===== src/rtl/uart_link_ctrl.sv =====
// Control layer around the uart core: debounced button, host TX FIFO, transmit sequencer, RX capture.
// Define UART_LINK_DISP_EN to build the multiplexed 4-digit hex display instead of raw rx_data LEDs.
module uart_link_ctrl #(
   parameter logic [7:0] TX_BYTE         = 8'hCC,
   parameter int         TX_DEPTH        = 8,
   parameter int         DEBOUNCE_CYCLES = 50000,
   parameter int         SCAN_DIV        = 10000
) (
   input  logic       clk,
   input  logic       nrst,
   input  logic       ntransmit,
   input  logic       wr_en,
   input  logic [7:0] wr_data,
   output logic       tx_full,
   output logic       tx_empty,
   output logic       tx_overflow,
   output logic       busy,
   output logic       core_transmit,
   output logic [7:0] core_tx_byte,
   input  logic       core_is_transmitting,
   input  logic       core_received,
   input  logic [7:0] core_rx_byte,
   output logic [7:0] rx_data,
   output logic       rx_valid,
   output logic [7:0] rx_count,
   output logic [7:0] led_disp,
   output logic [3:0] led_disp_cc
);
   localparam int AW = $clog2(TX_DEPTH);
   localparam int CW = $clog2(DEBOUNCE_CYCLES + 1);
   localparam logic [CW-1:0] DB_LAST = CW'(DEBOUNCE_CYCLES - 1);
   localparam logic [AW:0]   DEPTH_L = (AW + 1)'(TX_DEPTH);

   typedef enum logic [1:0] {IDLE, LOAD, WAIT_BUSY, WAIT_DONE} state_t;
   state_t state_q, state_d;

   logic          sync1_q, sync2_q, deb_q, deb_prev_q, pend_q;
   logic [CW-1:0] dcnt_q;
   logic [7:0]    mem_q [TX_DEPTH];
   logic [AW-1:0] rd_ptr_q, wr_ptr_q;
   logic [AW:0]   cnt_q;
   logic          ovf_q, tx_q;
   logic [7:0]    txb_q;
   logic          rcv_q, rcv_prev_q, rxv_q;
   logic [7:0]    rcvb_q, rxd_q, rxc_q;

   logic       full, empty, push_req, push, pop;
   logic [7:0] push_data;

   assign full      = (cnt_q == DEPTH_L);
   assign empty     = (cnt_q == '0);
   assign push_req  = wr_en || pend_q;
   assign push_data = wr_en ? wr_data : TX_BYTE;
   assign push      = push_req && !full;
   assign pop       = (state_q == LOAD);

   // Debounced level idles high (button released); a falling edge queues one TX_BYTE.
   always_ff @(posedge clk) begin
      if (!nrst) begin
         sync1_q    <= 1'b1;
         sync2_q    <= 1'b1;
         deb_q      <= 1'b1;
         deb_prev_q <= 1'b1;
         dcnt_q     <= '0;
         pend_q     <= 1'b0;
      end else begin
         sync1_q    <= ntransmit;
         sync2_q    <= sync1_q;
         deb_prev_q <= deb_q;
         if (sync2_q == deb_q) begin
            dcnt_q <= '0;
         end else if (dcnt_q == DB_LAST) begin
            deb_q  <= sync2_q;
            dcnt_q <= '0;
         end else begin
            dcnt_q <= dcnt_q + 1'b1;
         end
         // A cycle without wr_en always services the pending press: pushed or dropped.
         if (deb_prev_q && !deb_q) pend_q <= 1'b1;
         else if (!wr_en)          pend_q <= 1'b0;
      end
   end

   always_ff @(posedge clk) begin
      if (!nrst) begin
         rd_ptr_q <= '0;
         wr_ptr_q <= '0;
         cnt_q    <= '0;
         ovf_q    <= 1'b0;
      end else begin
         if (push) wr_ptr_q <= wr_ptr_q + 1'b1;
         if (pop)  rd_ptr_q <= rd_ptr_q + 1'b1;
         cnt_q <= cnt_q + {{AW{1'b0}}, push} - {{AW{1'b0}}, pop};
         if (push_req && full) ovf_q <= 1'b1;
      end
   end

   always_ff @(posedge clk) begin
      if (push) mem_q[wr_ptr_q] <= push_data;
   end

   always_comb begin
      state_d = state_q;
      unique case (state_q)
         IDLE:      if (!empty && !core_is_transmitting) state_d = LOAD;
         LOAD:      state_d = WAIT_BUSY;
         WAIT_BUSY: if (core_is_transmitting) state_d = WAIT_DONE;
         WAIT_DONE: if (!core_is_transmitting) state_d = IDLE;
         default:   state_d = IDLE;
      endcase
   end

   always_ff @(posedge clk) begin
      if (!nrst) begin
         state_q <= IDLE;
         tx_q    <= 1'b0;
         txb_q   <= '0;
      end else begin
         state_q <= state_d;
         tx_q    <= pop;
         if (pop) txb_q <= mem_q[rd_ptr_q];
      end
   end

   // The strobe is registered once so a long-held strobe yields a single edge.
   always_ff @(posedge clk) begin
      if (!nrst) begin
         rcv_q      <= 1'b0;
         rcv_prev_q <= 1'b0;
         rcvb_q     <= '0;
         rxv_q      <= 1'b0;
         rxd_q      <= '0;
         rxc_q      <= '0;
      end else begin
         rcv_q      <= core_received;
         rcvb_q     <= core_rx_byte;
         rcv_prev_q <= rcv_q;
         rxv_q      <= rcv_q && !rcv_prev_q;
         if (rcv_q && !rcv_prev_q) begin
            rxd_q <= rcvb_q;
            rxc_q <= rxc_q + 1'b1;
         end
      end
   end

   assign tx_full       = full;
   assign tx_empty      = empty;
   assign tx_overflow   = ovf_q;
   assign busy          = (state_q != IDLE);
   assign core_transmit = tx_q;
   assign core_tx_byte  = txb_q;
   assign rx_data       = rxd_q;
   assign rx_valid      = rxv_q;
   assign rx_count      = rxc_q;

`ifdef UART_LINK_DISP_EN
   localparam int SW = $clog2(SCAN_DIV + 1);
   localparam logic [SW-1:0] SCAN_LAST = SW'(SCAN_DIV - 1);

   logic [SW-1:0] scan_q;
   logic [1:0]    dig_q;
   logic [3:0]    nib;

   always_ff @(posedge clk) begin
      if (!nrst) begin
         scan_q <= '0;
         dig_q  <= '0;
      end else if (scan_q == SCAN_LAST) begin
         scan_q <= '0;
         dig_q  <= dig_q + 1'b1;
      end else begin
         scan_q <= scan_q + 1'b1;
      end
   end

   always_comb begin
      nib      = '0;
      led_disp = 8'h00;
      unique case (dig_q)
         2'd0:    nib = rxd_q[3:0];
         2'd1:    nib = rxd_q[7:4];
         2'd2:    nib = rxc_q[3:0];
         default: nib = rxc_q[7:4];
      endcase
      led_disp_cc = ~(4'b0001 << dig_q);
      unique case (nib)
         4'h0: led_disp = 8'h3F;  4'h1: led_disp = 8'h06;
         4'h2: led_disp = 8'h5B;  4'h3: led_disp = 8'h4F;
         4'h4: led_disp = 8'h66;  4'h5: led_disp = 8'h6D;
         4'h6: led_disp = 8'h7D;  4'h7: led_disp = 8'h07;
         4'h8: led_disp = 8'h7F;  4'h9: led_disp = 8'h6F;
         4'hA: led_disp = 8'h77;  4'hB: led_disp = 8'h7C;
         4'hC: led_disp = 8'h39;  4'hD: led_disp = 8'h5E;
         4'hE: led_disp = 8'h79;  default: led_disp = 8'h71;
      endcase
   end
`else
   assign led_disp    = rxd_q;
   assign led_disp_cc = 4'b1110;
`endif
endmodule


===== config.mk =====
export PLATFORM = sky130hd
export DESIGN_NAME = uart_link_ctrl
export DESIGN_NICKNAME = d
export VERILOG_FILES = /design/src/rtl/uart_link_ctrl.sv
export SDC_FILE = /design/constraint.sdc
export NUM_CORES = 1
export LEC_CHECK = 0
export CORE_MARGIN = 10
export CORE_UTILIZATION = 60
export CTS_CLUSTER_DIAMETER = 40
export DETAILED_ROUTE_END_ITERATION = 10
export GPL_TIMING_DRIVEN = 0
export MAX_ROUTING_LAYER = met4
export PLACE_DENSITY = 0.85
export SYNTH_ARGS = -nofsm -noshare
export SYNTH_HDL_FRONTEND = slang
export SYNTH_SLANG_ARGS = --single-unit

===== constraint.sdc =====
create_clock -name clk -period 5.05 [get_ports clk]
set_clock_uncertainty 0.1 [all_clocks]
set_input_delay 0.7575 -clock clk [delete_from_list [all_inputs] [get_ports clk]]
set_output_delay 0.7575 -clock clk [all_outputs]
set_load 0.02 [all_outputs]

==> flow_summary.json <==
{
  "status": "finished, final reports clean",
  "placeableCoreArea_um2": 8763,
  "power.leakage_nw": 2.411,
  "worstPathArrival_ns": 3.42,
  "portBuffers": 58,
  "yosys_warnings": 0,
  "synth_xor_area_frac": 0.04213,
  "cts_sinks": 134,
  "grt_max_degree": 17,
  "slowest_stage": "clkdlybuf4s50_1",
  "synth.avg_cell_area_um2": 12.78,
  "ioPinCount": 64,
  "synth-simple-area-share": 0.1461,
  "max_freq_ghz": 0.3216,
  "layout-drive-gt1-share": 0.1476,
  "first_global_vias": 3684,
  "fin_crit_ns": 3.110,
  "cts-root-buf": "clkbuf_8",
  "yosysTopAreaCellShare": 0.3556,
  "syn_area_um2": 5405,
  "h-tree-depth": 4,
  "tightest_slew_ns": 0.9333,
  "worst_ep_required_time_ns": 5.36,
  "cts.clk_slew.worst_paths_ns": 0.06,
  "drc_errors": 0,
  "crit_buf_inv": 4,
  "setup_tns_ns": 0,
  "setup_violations": 0,
  "crit_family": "buffers and inverters",
  "grt_overflow": 0,
  "whs_ns": 0.3483,
  "async_flop_share": 0,
  "vias": 3574,
  "nFillCells": 504,
  "gp_congestion": 0.8056,
  "yosysUniqueCellTypes": 45,
  "grt_setup_unrepaired": "no",
  "hp-class": "flip-flop to flip-flop",
  "layout.nets": 541,
  "grt_pass1_wl_um": 19780,
  "clk_latency_ns": 0.52,
  "cp_cell_sequence": "clkdlybuf4s50_1, or2_2, and2_1, inv_2, ha_1, inv_1, ha_1, inv_1, fa_1, xnor2_1, and2_1",
  "post_cts_buffers": 0,
  "fp-row-count": 34,
  "tritoncts": "built",
  "antenna_found_initial": 0,
  "start_util": 0.6168,
  "fin_crit_sh": 0.6158,
  "maxSlewHeadroom": 0.3755,
  "finalHoldViolations": 0,
  "n_antenna_cell": 0,
  "wl_um": 12400,
  "die_w_um": 114.9,
  "powerDensity_nw_per_um2": 459.2,
  "synthTopCellsByCount": "dfxtp_1 (70), edfxtp_1 (64), nand2_1 (36)",
  "cts_buffer_depth": 2,
  "avgViaCountPerCell": 5.737,
  "synth_area_leaders": "edfxtp_1 (36%), dfxtp_1 (26%), mux4_2 (6.7%)",
  "ys_ff_latch": 134,
  "synthAdderAreaFrac": 0.03843,
  "gr-usage-all-layers": 0.2002,
  "dpl.hpwl_um": 7683,
  "muxShareOfSynthArea": 0.07431,
  "yosys.area.top_type": "edfxtp_1",
  "critPathKind": "input pin to flip-flop",
  "drt_iter0_drc": 337,
  "cp-start-kind": "input pin",
  "synth_most_common_cell": "dfxtp_1",
  "chipHeight_um": 114.9,
  "ir_drop_mv": 0.3586,
  "drt.antenna.violating_nets": 0,
  "synth_top_family_by_area": "simple AND/OR/NAND/NOR gates",
  "finalMaxSlewViolations": 0,
  "synth_cells": 423,
  "wl_per_cell_um": 19.91,
  "synth_flop_cell": "dfxtp_1",
  "die_area_um2": 13210,
  "dr.pass1.iters": 6,
  "ctsResizeCount": 0,
  "syn2layout_area_growth_pct": 24.70,
  "crit_fanout": 10,
  "synth_compound_area_frac": 0.04306,
  "max_stage_delay_ns": 0.65,
  "hold_buffers": 0,
  "critPathCaptureType": "flip-flop",
  "maxCapViolCount": 0,
  "seq_area_frac_synth": 0.6148,
  "synth_edf_count": 64,
  "numCtsBuffers": 17
}
==> final timing paths <==
check                           startpoint        to  slack (ns)  depth (start not counted)
worst max-delay path                 wr_en  cnt_q[2]        1.94                         11
worst min-delay path               sync1_q   sync2_q        0.35                          1
worst max register to register    cnt_q[2]  cnt_q[2]        2.34                         12
worst min register to register     sync1_q   sync2_q        0.35                          1
==> layout make-up <==
| cell class | count | area (um^2) | area share |
|---|---|---|---|
| Multi-Input combinational cell | 250 | 1901 | 0.2820 |
| Inverter | 12 | 45.04 | 0.006683 |
| Buffer | 29 | 170.2 | 0.02525 |
| Sequential cell | 134 | 3323 | 0.4930 |
| Tap cell | 108 | 135.1 | 0.02005 |
| Timing Repair Buffer | 59 | 588.1 | 0.08725 |
| Clock buffer | 24 | 513.0 | 0.07611 |
| Clock inverter | 7 | 65.06 | 0.009653 |
==> through the flow <==
step             util  worst slack [ns]  instances  area (um^2)  power (mW)
2_1_floorplan       -             2.417        425         5413       1.680
3_3_place_gp   0.6993            0.9618        591         6128       1.870
3_5_place_dp   0.7020             1.303        592         6152       1.909
4_1_cts        0.7680             1.846        623         6730       3.102
5_1_grt        0.7691             1.814        623         6740       3.215
6_report       0.7691             1.940        623         6740       3.095
==> cells by family after synthesis <==
kind of cell	Yosys count
simple gates	149
flops	134
buf+inv	41
compound gates	35
xor+xnor	26
mux	20
fa+ha+maj	16
other cells	2
==> where the power goes <==
group | switching (mW) | total [mW] | internal [mW] | leakage (nW)
clock network | 0.440 | 1.19 | 0.746 | 0.291
logic | 0.333 | 0.614 | 0.280 | 0.970
registers | 0.0582 | 1.30 | 1.24 | 1.15
==> layout by cell type (no fill, tap or decap), drive strengths merged, types with 4 or more instances in the layout <==
master / n
clkinv: 5
nor3: 6
mux4: 16
nand4: 8
xnor2: 17
ha: 15
edfxtp: 64
a21boi: 12
and2: 30
nand2b: 13
buf: 18
o22ai: 8
nor2b: 5
conb: 4
inv: 13
xor2: 9
nand3: 6
o21ai: 8
clkdlybuf4s50: 58
nor2: 29
dfxtp: 70
nand2: 36
clkbuf: 36
==> routing by layer <==
| layer | global-route usage | vias up | part of all wire |
|---|---|---|---|
| met5 | - | - | 0 |
| met4 | 0.08663 | 0 | 0.033 |
| met3 | 0.05469 | 39 | 0.069 |
| met2 | 0.3285 | 153 | 0.52 |
| met1 | 0.2252 | 1750 | 0.38 |
| li1 | - | 1632 | - |
==> registers in the layout (all words and copies together) (netlist names), 4 cells and up <==
name	cells
led_disp	8
cnt_q	4
core_tx_byte	8
mem_q	64
dcnt_q	16
rcvb_q	8
rx_count	8
Note: power is estimated with default switching activity, not from simulation.
